===== config.mk =====
export PLATFORM = sky130hd
export DESIGN_NAME = ddr_frame_streamer
export DESIGN_NICKNAME = d
export VERILOG_FILES = /design/src/rtl/ddr_frame_streamer.sv
export SDC_FILE = /design/constraint.sdc
export NUM_CORES = 1
export LEC_CHECK = 0
export ABC_AREA = 1
export ABC_CLOCK_PERIOD_IN_PS = 5100
export CAP_MARGIN = 0
export CORE_ASPECT_RATIO = 1.4
export CORE_UTILIZATION = 63
export DETAILED_ROUTE_END_ITERATION = 8
export PLACE_DENSITY = 0.9
export SYNTH_ARGS = -nofsm -noshare
export SYNTH_HDL_FRONTEND = slang
export SYNTH_SLANG_ARGS = --single-unit

===== constraint.sdc =====
create_clock -name clk -period 5.1 [get_ports clk]
set_input_delay 1.275 -clock clk [delete_from_list [all_inputs] [get_ports clk]]
set_output_delay 1.275 -clock clk [all_outputs]
set_load 0.05 [all_outputs]

===== src/rtl/ddr_frame_streamer.sv =====
// Streams a stored raster frame out of DDR, one pixel word per address, through a prefetch FIFO.
// Optional macro READOUT_GRAYSCALE_EN replaces each pixel with replicated luma {Y,Y,Y}.
module ddr_frame_streamer #(
   parameter int FRAME_WIDTH  = 320,
   parameter int FRAME_HEIGHT = 240,
   parameter int FIFO_DEPTH   = 8,
   parameter int ADDR_WIDTH   = 20
) (
   input  logic                          clk,
   input  logic                          reset_n,
   input  logic                          readout_enable,
   output logic                          readout_done,
   input  logic [ADDR_WIDTH-1:0]         data_read_offset,
   output logic [ADDR_WIDTH-1:0]         ddr_addr,
   output logic                          ddr_rd_req,
   input  logic                          pause,
   input  logic [31:0]                   data_read,
   output logic [23:0]                   pixel_data,
   output logic                          pixel_valid,
   input  logic                          pixel_ready,
   output logic                          pixel_sof,
   output logic                          pixel_eol,
   output logic [$clog2(FIFO_DEPTH):0]   fifo_level
);

   localparam int TOTAL = FRAME_WIDTH * FRAME_HEIGHT;
   localparam int PW    = $clog2(FIFO_DEPTH);
   localparam int LW    = PW + 1;
   localparam int XW    = $clog2(FRAME_WIDTH + 1);
   localparam int YW    = $clog2(FRAME_HEIGHT + 1);
   localparam int CW    = $clog2(TOTAL + 1);

   typedef enum logic [2:0] {
      S_IDLE,
      S_REQ,
      S_WAIT,
      S_STORE,
      S_DONE
   } state_t;

   state_t                state_q, state_d;
   logic [ADDR_WIDTH-1:0] base_q, base_d;
   logic [ADDR_WIDTH-1:0] addr_q, addr_d;
   logic                  req_q, req_d;
   logic [1:0]            wait_q, wait_d;
   logic [23:0]           pix_raw_q, pix_raw_d;
   logic [CW-1:0]         count_q, count_d;
   logic [XW-1:0]         x_q, x_d;
   logic [YW-1:0]         y_q, y_d;
   logic                  done_q, done_d;
   logic [PW-1:0]         wr_q, wr_d, rd_q, rd_d;
   logic [LW-1:0]         level_q, level_d;
   logic [23:0]           mem_q [FIFO_DEPTH];
   logic [23:0]           push_pixel;
   logic                  push, pop, valid;
   logic                  unused_bits;

   assign unused_bits = ^data_read[23:16];

`ifdef READOUT_GRAYSCALE_EN
   logic [9:0] luma_sum;
   always_comb begin
      luma_sum   = 10'(pix_raw_q[7:0]) + {1'b0, pix_raw_q[15:8], 1'b0} + 10'(pix_raw_q[23:16]);
      push_pixel = {3{8'(luma_sum >> 2)}};
   end
`else
   assign push_pixel = pix_raw_q;
`endif

   assign valid = (level_q != '0);
   assign pop   = valid & pixel_ready;

   always_comb begin
      // NOTE: every variable gets a default before the case so no path leaves one unassigned (no latches).
      state_d   = state_q;
      base_d    = base_q;
      addr_d    = addr_q;
      req_d     = 1'b0;
      wait_d    = wait_q;
      pix_raw_d = pix_raw_q;
      count_d   = count_q;
      x_d       = x_q;
      y_d       = y_q;
      done_d    = done_q;
      push      = 1'b0;

      case (state_q)
         S_IDLE: begin
            if (readout_enable && !done_q) begin
               base_d  = data_read_offset;
               state_d = S_REQ;
            end
         end
         S_REQ: begin
            // No read is in flight here, so the free-slot test only needs the FIFO level.
            if (level_q < LW'(FIFO_DEPTH)) begin
               req_d   = 1'b1;
               addr_d  = base_q + ADDR_WIDTH'(count_q);
               wait_d  = '0;
               state_d = S_WAIT;
            end
         end
         S_WAIT: begin
            if (wait_q == 2'd2 && !pause) begin
               pix_raw_d = {data_read[31:24], data_read[15:8], data_read[7:0]};
               state_d   = S_STORE;
            end else if (wait_q != 2'd2) begin
               wait_d = wait_q + 2'd1;
            end
         end
         S_STORE: begin
            push    = 1'b1;
            count_d = count_q + 1'b1;
            state_d = (count_q == CW'(TOTAL - 1)) ? S_DONE : S_REQ;
         end
         default: ;
      endcase

      if (pop) begin
         if (x_q == XW'(FRAME_WIDTH - 1)) begin
            x_d = '0;
            if (y_q == YW'(FRAME_HEIGHT - 1)) begin
               y_d    = '0;
               done_d = 1'b1;
            end else begin
               y_d = y_q + 1'b1;
            end
         end else begin
            x_d = x_q + 1'b1;
         end
      end

      wr_d    = push ? wr_q + 1'b1 : wr_q;
      rd_d    = pop  ? rd_q + 1'b1 : rd_q;
      level_d = level_q + LW'(push) - LW'(pop);

      // Dropping enable aborts the frame: flush, clear counters, ignore any late read data.
      if (!readout_enable) begin
         state_d = S_IDLE;
         req_d   = 1'b0;
         wait_d  = '0;
         count_d = '0;
         x_d     = '0;
         y_d     = '0;
         done_d  = 1'b0;
         push    = 1'b0;
         wr_d    = '0;
         rd_d    = '0;
         level_d = '0;
      end
   end

   always_ff @(posedge clk) begin
      // NOTE: sequential state uses non-blocking assignments so all registers update from pre-edge values.
      if (!reset_n) begin
         state_q   <= S_IDLE;
         base_q    <= '0;
         addr_q    <= '0;
         req_q     <= 1'b0;
         wait_q    <= '0;
         pix_raw_q <= '0;
         count_q   <= '0;
         x_q       <= '0;
         y_q       <= '0;
         done_q    <= 1'b0;
         wr_q      <= '0;
         rd_q      <= '0;
         level_q   <= '0;
      end else begin
         state_q   <= state_d;
         base_q    <= base_d;
         addr_q    <= addr_d;
         req_q     <= req_d;
         wait_q    <= wait_d;
         pix_raw_q <= pix_raw_d;
         count_q   <= count_d;
         x_q       <= x_d;
         y_q       <= y_d;
         done_q    <= done_d;
         wr_q      <= wr_d;
         rd_q      <= rd_d;
         level_q   <= level_d;
      end
   end

   // NOTE: FIFO storage is not reset; pointers define occupancy and the output is gated by valid.
   always_ff @(posedge clk) begin
      if (push) mem_q[wr_q] <= push_pixel;
   end

   assign pixel_valid  = valid;
   assign pixel_data   = valid ? mem_q[rd_q] : '0;
   assign pixel_sof    = valid && (x_q == '0) && (y_q == '0);
   assign pixel_eol    = valid && (x_q == XW'(FRAME_WIDTH - 1));
   assign fifo_level   = level_q;
   assign ddr_addr     = addr_q;
   assign ddr_rd_req   = req_q;
   assign readout_done = done_q;

endmodule


* Yosys cells after proc, flatten, opt, wreduce, memory -nomap -nowiden
Memory sizes are Yosys's and may differ from the RTL's. A register that Yosys moved wholly into a read port is not among the register bits.
Index checks and enable logic that the tools add are counted.
** Cells by class
- $add $sub $neg :: 9
- Order comparisons :: 1
- Equal/unequal tests :: 13
- Mux-type cells :: 19
- Bitwise logic cells :: 1
- Reduce and logical (&&, ||, !) cells :: 22
** Operators by type and width (count)
- $mux 24 :: 1
- $add 20x17->20 :: 1
- $mux 3 :: 6
- $add 17x1->17 const B :: 1
- $eq 17x17->1 const B :: 1
- $ne 2x2->1 const B :: 6
- $pmux 3 s4 :: 1
- $reduce_and 2->1 :: 5
- $add 9x1->9 const B :: 1
- $eq 9x9->1 const B :: 1
- $logic_not 9->1 :: 1
- $mux 9 :: 1
- $add 8x1->8 const B :: 1
- $eq 8x8->1 const B :: 1
- $logic_not 8->1 :: 1
- $mux 8 :: 1
- $reduce_and 4->1 :: 2
- $reduce_bool 4->1 :: 2
- $add 3x1->3 const B :: 2
- $eq 3x2->1 const B :: 2
- $mux 2 :: 3
- $reduce_and 3->1 :: 2
- $logic_and 1x1->1 :: 5
- $mux 1 :: 5
- other kinds (11) :: 12
** Storage, ports and cells
- Flip-flop bits (word level) :: 115
- Bits in writable memories :: 192
- Input port bits :: 57
- Output and inout port bits :: 53
- Word-level logic and storage cells :: 79
- Memories :: 1
** Memories
- mem_q :: words 8, bits a word 24, read ports 1, clocked after memory_dff 1, wr ports 1, line 53 : logic [23:0] mem_q [FIFO_DEPTH];

* Longest topological paths before layout
Gate-level depths: netlist of the first run.
- Depth after elaboration :: 5
- Mapped depth :: 14
- Mapped depth without buffers :: 14

* Worst setup path after synthesis of the first run
Ideal clock, no wire load.
- Path type :: register to output
- From :: register level_q[3], in the netlist fifo_level[3]
- To :: output port pixel_data[14]
- Data arrival time :: 2655 ps
- Data required time :: 3825 ps
- Setup slack :: 1170 ps
- Stages on the path, launching flop included :: 9
- Path buffers :: 1
- Path through :: dfxtp_1 > inv_1 > ha_1 > nand2_1 > nor2_2 > inv_2 > clkbuf_1 > o21ai_0 > nor2_1
** On the way
- Longest elaborated chain between the ends :: 2
** Ends and longest elaborated chain
- start, declared :: line 52 : logic [LW-1:0] level_q, level_d;
- start signal, assigned :: line 182 : level_q <= level_d;
- $reduce_bool 4->1 :: line 70 : assign valid = (level_q != '0);
- named net pixel_valid :: line 19 : output logic pixel_valid,
- $mux 24 :: line 192 : assign pixel_data = valid ? mem_q[rd_q] : '0;
- end, declared :: line 18 : output logic [23:0] pixel_data,
The timed path passes the listed nets, and every way through them passes these cells.

==> results.md, run 1 <==
* Clk_skew at 9.38 ps
* Synth area leader: edfxtp_1
* Syn nets at around 1,500
* Vias at 10,600
* RR Endpoint: pix_raw_q[14]
* Worst-margin pin slew at 1080 ps
* CTS tree: done
* Flops & latches, synth at 310
* Critical-path cell list: o21ai_0 > o32ai_1 > o21ai_0 > nor2_1 > clkdlybuf4s50_1
* F_max at 221 MHz
* Pre-CTS setup slack at between 1000 and 1500 ps
* Worst Hold Path EP: wait_q[1]
* Sequential area share after synthesis at 0.602
* Area after DPL at 14,700 µm²
* Die Span X at about 130 µm
* Required @ worst endpoint at 3830 ps
* Pleak at 6.25 nW
* Row count at 63
* Slew Limit Headroom at 0.280
* Diode count at 0
* Reg2Reg Setup Slack at 2480 ps
* Commonest non-fill, non-tap cell in the layout: nor2_1
* Slowest-stage cell, CP: dfxtp_4
* Global-route wire length before repair at 50.0 mm
* Remaining antenna violation count at 0
* Share of the synthesized area in the top cell type at 0.427
* Hold Crit Class: register to register
* Total Nets Final at 1,592
* Design area at 15,700 µm²
* Clock-pin transition on the worst setup and hold timing paths at approximately 70 ps
* Status: finished clean
* # IOs at 110
* CP most frequent cell: o21ai_0
* Sw Ratio at 0.300
* Synth-to-layout area growth at 16.1%
* H-tree Lvls at 1
* Post-CTS Setup Repair Bufs at 0
* Post-Syn Area per Cell at 9.49 µm²
* Largest net degree at the start of global routing at 97
* Hold Path Depth at 2
* Logic pwr share at 0.214
* DP HPWL at 18.8 mm
* Worst R2R Path Depth at 7
* Overall Power at 0.00619 W
* Pre-antenna DRT Iters at 5
* Clk sinks at 310
* Initial DRC Count at 926
* Root Buffer: clkbuf_16
* Yosys Warn Count at 0
* P_int at 0.00433 W
* Area contributors post-synth: edfxtp_1 43%, dfxtp_1 18%, nor2_1 10%
* Avg WL per Cell at 17.7 µm
* Die area at 22,000 µm²
* GRT Util Overall at 0.289
* Clk pwr share at 0.344
* NetSw at 0.00186 W
* Cts-stage hold buffer count at 0
* Maxcap violations at 0
* Non-Filler Instances at 1,783
* Peak VDD IR at 0.273 mV
* Grt ovf at 0
* Crit path arrival time at around 3200 ps
* Total CTS buffers at 26
* Core area at 21,100 µm²
* Share of cells above drive strength 1 at 0.0643
* Critical path class: register to primary output
* Post-route worst setup slack at just under 600 ps
* Total buffers and inverters traversed by the critical path at 1
* Crit end category: primary output
* Mapped cell area at 13,500 µm²
* Maximum fanout along the worst path at 96
* Synth cell types at 38
* Worst Hold Launch: wait_q[1]
* Inst Count DP at 1,735
* CTS max path bufs at 3
* RSZ-0062 raised after global routing: no
* Setup TNS at 0 ps
* Tmin final at about 4500 ps
* Final hold viol count at 0
* Final wirelength at approximately 32 mm
* Die Height at around 180 µm
* Reg power frac at 0.442
* DRC at 0
* Vias in the first global route at 10,300
* Fin crit share at 0.886
* Initial core utilization at 0.639
* Clock latency on the worst-skew pair at 540 ps
* Worst r2r src: state_q[2]
* Startpoint Class: register
* Largest delay share family, worst path: flip-flops
* GP Congestion at 0.895
* Cell Pwr Density at a little under 400 nW/µm²
* Via density at 5.92
* Cell count after synthesis at 1,422
* Critical Path Max Stage Delay at 960 ps
* CTS resizes at 0
* IO Port Bufs at 101
* Commonest non-fill, non-tap cells in the layout: 363 x nor2_1, 192 x edfxtp_1, 143 x o21ai_0, 141 x nand2_1, 116 x dfxtp_1
* Final Setup Violations at 0
* Antenna violations before repair at 0
* Final slew viol count at 0
## registers in the layout, indices dropped and copies added (netlist names), 2 cells and up, named ones only
name        count
base_q         20
count_q        17
ddr_addr       20
fifo_level      4
mem_q         192
pix_raw_q      24
rd_q            3
state_q         3
wait_q          2
wr_q            3
x_q             9
y_q             8
## through the flow
stage	utilization	hold WS (ps)
2_1_floorplan	-	427
3_3_place_gp	0.698	436
3_5_place_dp	0.698	448
4_1_cts	0.742	459
5_1_grt	0.742	499
6_report	0.742	458
## tightest hold or removal path, stage by stage (launching register included)
cell and delay (ps):
dfxtp_1 310, inv_1 50, a21oi_1 50
## routing by layer
metal,track usage,up-vias,part of all wire
li1,-,4997,-
met1,0.331,4965,0.36
met2,0.537,511,0.53
met3,0.0364,87,0.072
met4,0.125,0,0.035
met5,0,-,0
## power groups by stage
stage               Clock (W)  Combinational, W  Sequential [W]
global route          0.00224           0.00141         0.00274
global placement            0           0.00126         0.00279
floorplan                   0          0.000849         0.00282
finish                0.00213           0.00132         0.00274
CTS                   0.00214           0.00132         0.00273
detailed placement          0           0.00130         0.00279
## cell type report
class                   instances  area, µm²
well taps                     260        325
multi-input cells             934       4720
fillers                      1398       5460
clock buffers                  32        734
clock inverters                16        200
repair buffers                114       1120
flip-flops and latches        310       8130
inverters                     117        439
## how the worst max path moves through the flow
| stage | endpoint | cells after the start |
|---|---|---|
| after floorplan | pixel_data[14] | 8 |
| after global placement | pixel_data[4] | 6 |
| after detailed placement | pixel_data[22] | 6 |
| after CTS | pixel_data[23] | 5 |
| after global routing | pixel_data[23] | 5 |
| final | pixel_data[23] | 5 |
## synth_stat cells (all sizes together)
cell	instances
dfxtp	118
buf	19
and3	1
inv	116
nand2	147
o2111ai	1
xnor2	4
o21bai	1
nor2	377
xor2	12
ha	30
o32ai	48
clkbuf	42
o211ai	2
o21a	3
nor4	5
nor3b	2
a211oi	2
nand3	49
nand4	8
edfxtp	192
fa	2
or2	3
and2	2
o21ai	154
clkinv	1
a21oi	56
nor3	25
## logic make-up (layout without fill, tap and decap cells)
logic type / count (synthesis) / in the layout / share of synthesized area
simple gates: 619 / 619 / 0.192
flops: 310 / 310 / 0.602
compound gates: 267 / 267 / 0.114
buf+inv: 178 / 279 / 0.0509
fa+ha+maj: 32 / 32 / 0.0308
xor+xnor: 16 / 16 / 0.0104
Note: power is estimated with default switching activity, not from simulation.
==> run 2: changes to the inputs <==
--- a/config.mk
+++ b/config.mk
@@ -9,9 +9,11 @@
 export ABC_CLOCK_PERIOD_IN_PS = 5100
 export CAP_MARGIN = 0
 export CORE_ASPECT_RATIO = 1.4
-export CORE_UTILIZATION = 63
+export CORE_UTILIZATION = 65
+export CTS_BUF_LIST = sky130_fd_sc_hd__clkbuf_4 sky130_fd_sc_hd__clkbuf_8
 export DETAILED_ROUTE_END_ITERATION = 8
-export PLACE_DENSITY = 0.9
+export PLACE_DENSITY = 0.92
+export REMOVE_ABC_BUFFERS = 1
 export SYNTH_ARGS = -nofsm -noshare
 export SYNTH_HDL_FRONTEND = slang
 export SYNTH_SLANG_ARGS = --single-unit
==> results.md, run 2 (synthesis gave the netlist of run 1 again) <==
* Initial DRC Count at 904 (was 926)
* Via density at 5.93 (was 5.92)
* Clk sinks at 310 (unchanged)
* Worst R2R Path Depth at 13 (was 7)
* Avg WL per Cell at 17.6 µm (was 17.7 µm)
* Root Buffer: clkbuf_8 (was clkbuf_16)
* # IOs at 110 (unchanged)
* DP HPWL at 18.9 mm (was 18.8 mm)
* Slew Limit Headroom at 0.338 (was 0.280)
* Required @ worst endpoint at 3830 ps (about the same)
* Largest delay share family, worst path: buffers and inverters (was flip-flops)
* Startpoint Class: register (unchanged)
* CTS max path bufs at 3 (unchanged)
* Vias at 10,700 (was 10,600)
* Worst Hold Path EP: wait_q[1] (unchanged)
* Worst-margin pin slew at 991 ps (was 1080 ps)
* CTS resizes at 0 (unchanged)
* RSZ-0062 raised after global routing: no (unchanged)
* Commonest non-fill, non-tap cells in the layout: 363 x nor2_1, 192 x edfxtp_1, 143 x o21ai_0, 141 x nand2_1, 116 x dfxtp_1 (unchanged)
* Synth-to-layout area growth at 15.9% (was 16.1%)
* Max reg flops at 192 (unchanged)
* Pre-CTS setup slack at 972 ps (was 1150 ps)
* Largest net degree at the start of global routing at 77 (was 97)
* Tmin final at 4810 ps (was 4520 ps)
* Maximum fanout along the worst path at 76 (was 96)
* Peak VDD IR at 0.236 mV (was 0.273 mV)
* GRT Util Overall at 0.304 (was 0.289)
* Hold Crit Class: register to register (unchanged)
* Share of cells above drive strength 1 at 0.0830 (was 0.0643)
* Vias in the first global route at 10,400 (was 10,300)
* RR Endpoint: fifo_level[3] (was pix_raw_q[14])
* CTS tree: done (unchanged)
* Critical-path cell list: inv_2 > buf_12 > nor2_1 > o32ai_1 > o21ai_0 > nor2_1 > clkdlybuf4s50_1 (was o21ai_0 > o32ai_1 > o21ai_0 > nor2_1 > clkdlybuf4s50_1)
* Cts-stage hold buffer count at 0 (unchanged)
* Final wirelength at 31.9 mm (was 31.6 mm)
* Status: finished clean (unchanged)
* Clock-pin transition on the worst setup and hold timing paths at 60 ps (was 70 ps)
* Antenna violations before repair at 0 (unchanged)
* Inst Count DP at 1,731 (was 1,735)
* Die Height at 173 µm (was 175 µm)
* Final Setup Violations at 0 (unchanged)
* Diode count at 0 (unchanged)
* Row count at 62 (was 63)
* Clock latency on the worst-skew pair at 550 ps (was 540 ps)
* Cell Pwr Density at 386 nW/µm² (was 395 nW/µm²)
* Worst Hold Launch: wait_q[1] (unchanged)
* Initial core utilization at 0.662 (was 0.639)
* Final slew viol count at 0 (unchanged)
* Global-route wire length before repair at 50.3 mm (was 50.0 mm)
* Remaining antenna violation count at 0 (unchanged)
* Critical path class: register to primary output (unchanged)
* Commonest non-fill, non-tap cell in the layout: nor2_1 (unchanged)
* GP Congestion at 0.928 (was 0.895)
* Post-CTS Setup Repair Bufs at 0 (unchanged)
* Crit end category: primary output (unchanged)
* Die area at 21,400 µm² (was 22,000 µm²)
* Total Nets Final at 1,610 (was 1,592)
* Final hold viol count at 0 (unchanged)
* H-tree Lvls at 2 (was 1)
* Worst r2r src: fifo_level[3] (was state_q[2])
* Fin crit share at 0.944 (was 0.886)
* Maxcap violations at 0 (unchanged)
* Clk_skew at 12.9 ps (was 9.38 ps)
* Hold Path Depth at 2 (unchanged)
* Total buffers and inverters traversed by the critical path at 3 (was 1)
* Post-route worst setup slack at 287 ps (was 581 ps)
* Slowest-stage cell, CP: clkdlybuf4s50_1 (was dfxtp_4)
* Pleak at 6.28 nW (was 6.25 nW)
* Core area at 20,400 µm² (was 21,100 µm²)
* F_max at 208 MHz (was 221 MHz)
* Crit path arrival time at 3540 ps (was 3240 ps)
* Top reg by flops: mem_q (unchanged)
* Die Span X at 124 µm (was 126 µm)
* DRC at 0 (unchanged)
* Total CTS buffers at 44 (was 26)
* Grt ovf at 0 (unchanged)
* Largest registers: mem_q (192), pix_raw_q (24) (unchanged)
* Non-Filler Instances at 1,810 (was 1,783)
* IO Port Bufs at 101 (unchanged)
* CP most frequent cell: nor2_1 (was o21ai_0)
* Reg2Reg Setup Slack at 2610 ps (was 2480 ps)
* Critical Path Max Stage Delay at 840 ps (was 960 ps)
* Pre-antenna DRT Iters at 5 (unchanged)
[run 2: cell count changes in the layout (fill, tap and decap cells not counted), sizes merged]
cell and delta:
clkbuf +33, inv -2, clkinvlp -1, bufinv -3, clkinv +4
[run 2: worst max path at each step]
stage	end	startpoint	cells after the start	slack, ps
6_report	pixel_data[11]	register	7	290
3_3_place_gp	pixel_data[20]	register	7	1060
3_5_place_dp	pixel_data[4]	register	7	970
4_1_cts	pixel_data[11]	register	7	340
5_1_grt	pixel_data[11]	register	7	160
2_1_floorplan	pixel_data[0]	register	5	-750
[run 2: worst min-delay path: stages (launching register included)]
cell,delay [ps]
dfxtp_1,320
inv_1,50
a21oi_1,50
[run 2: layout make-up]
cell class | instances | area, µm²
flip-flops and latches | 310 | 8130
fillers | 1287 | 4760
multi-input cells | 934 | 4730
clock buffers | 65 | 795
well taps | 256 | 320
inverters | 117 | 439
clock inverters | 14 | 96.3
repair buffers | 114 | 1130
[run 2: report_power, final]
group | switching [W] | internal [W] | total, W
logic | 0.000914 | 0.000428 | 0.00134
clock network | 0.000920 | 0.00105 | 0.00197
registers | 0.0000534 | 0.00267 | 0.00273
total | 0.00189 | 0.00415 | 0.00604
[run 2: layer usage]
metal / vias to the layer above / wire [µm] / global-route usage
li1: 5038 / - / -
met1: 5073 / 11500 / 0.358
met2: 535 / 16800 / 0.536
met3: 85 / 2570 / 0.0511
met4: 0 / 990 / 0.131
met5: - / 0 / 0
[run 2: through the flow]
| stage | setup TNS [ps] | total power (W) | hold WS, ps | cell area [µm²] | util |
|---|---|---|---|---|---|
| finish | 0 | 0.00604 | 475 | 15600 | 0.767 |
| global route | 0 | 0.00626 | 485 | 15600 | 0.767 |
| CTS | 0 | 0.00605 | 469 | 15600 | 0.767 |
| detailed placement | 0 | 0.00410 | 459 | 14800 | 0.723 |
| global placement | 0 | 0.00405 | 438 | 14800 | 0.723 |
| floorplan | -17860 | 0.00365 | 429 | 13200 | - |
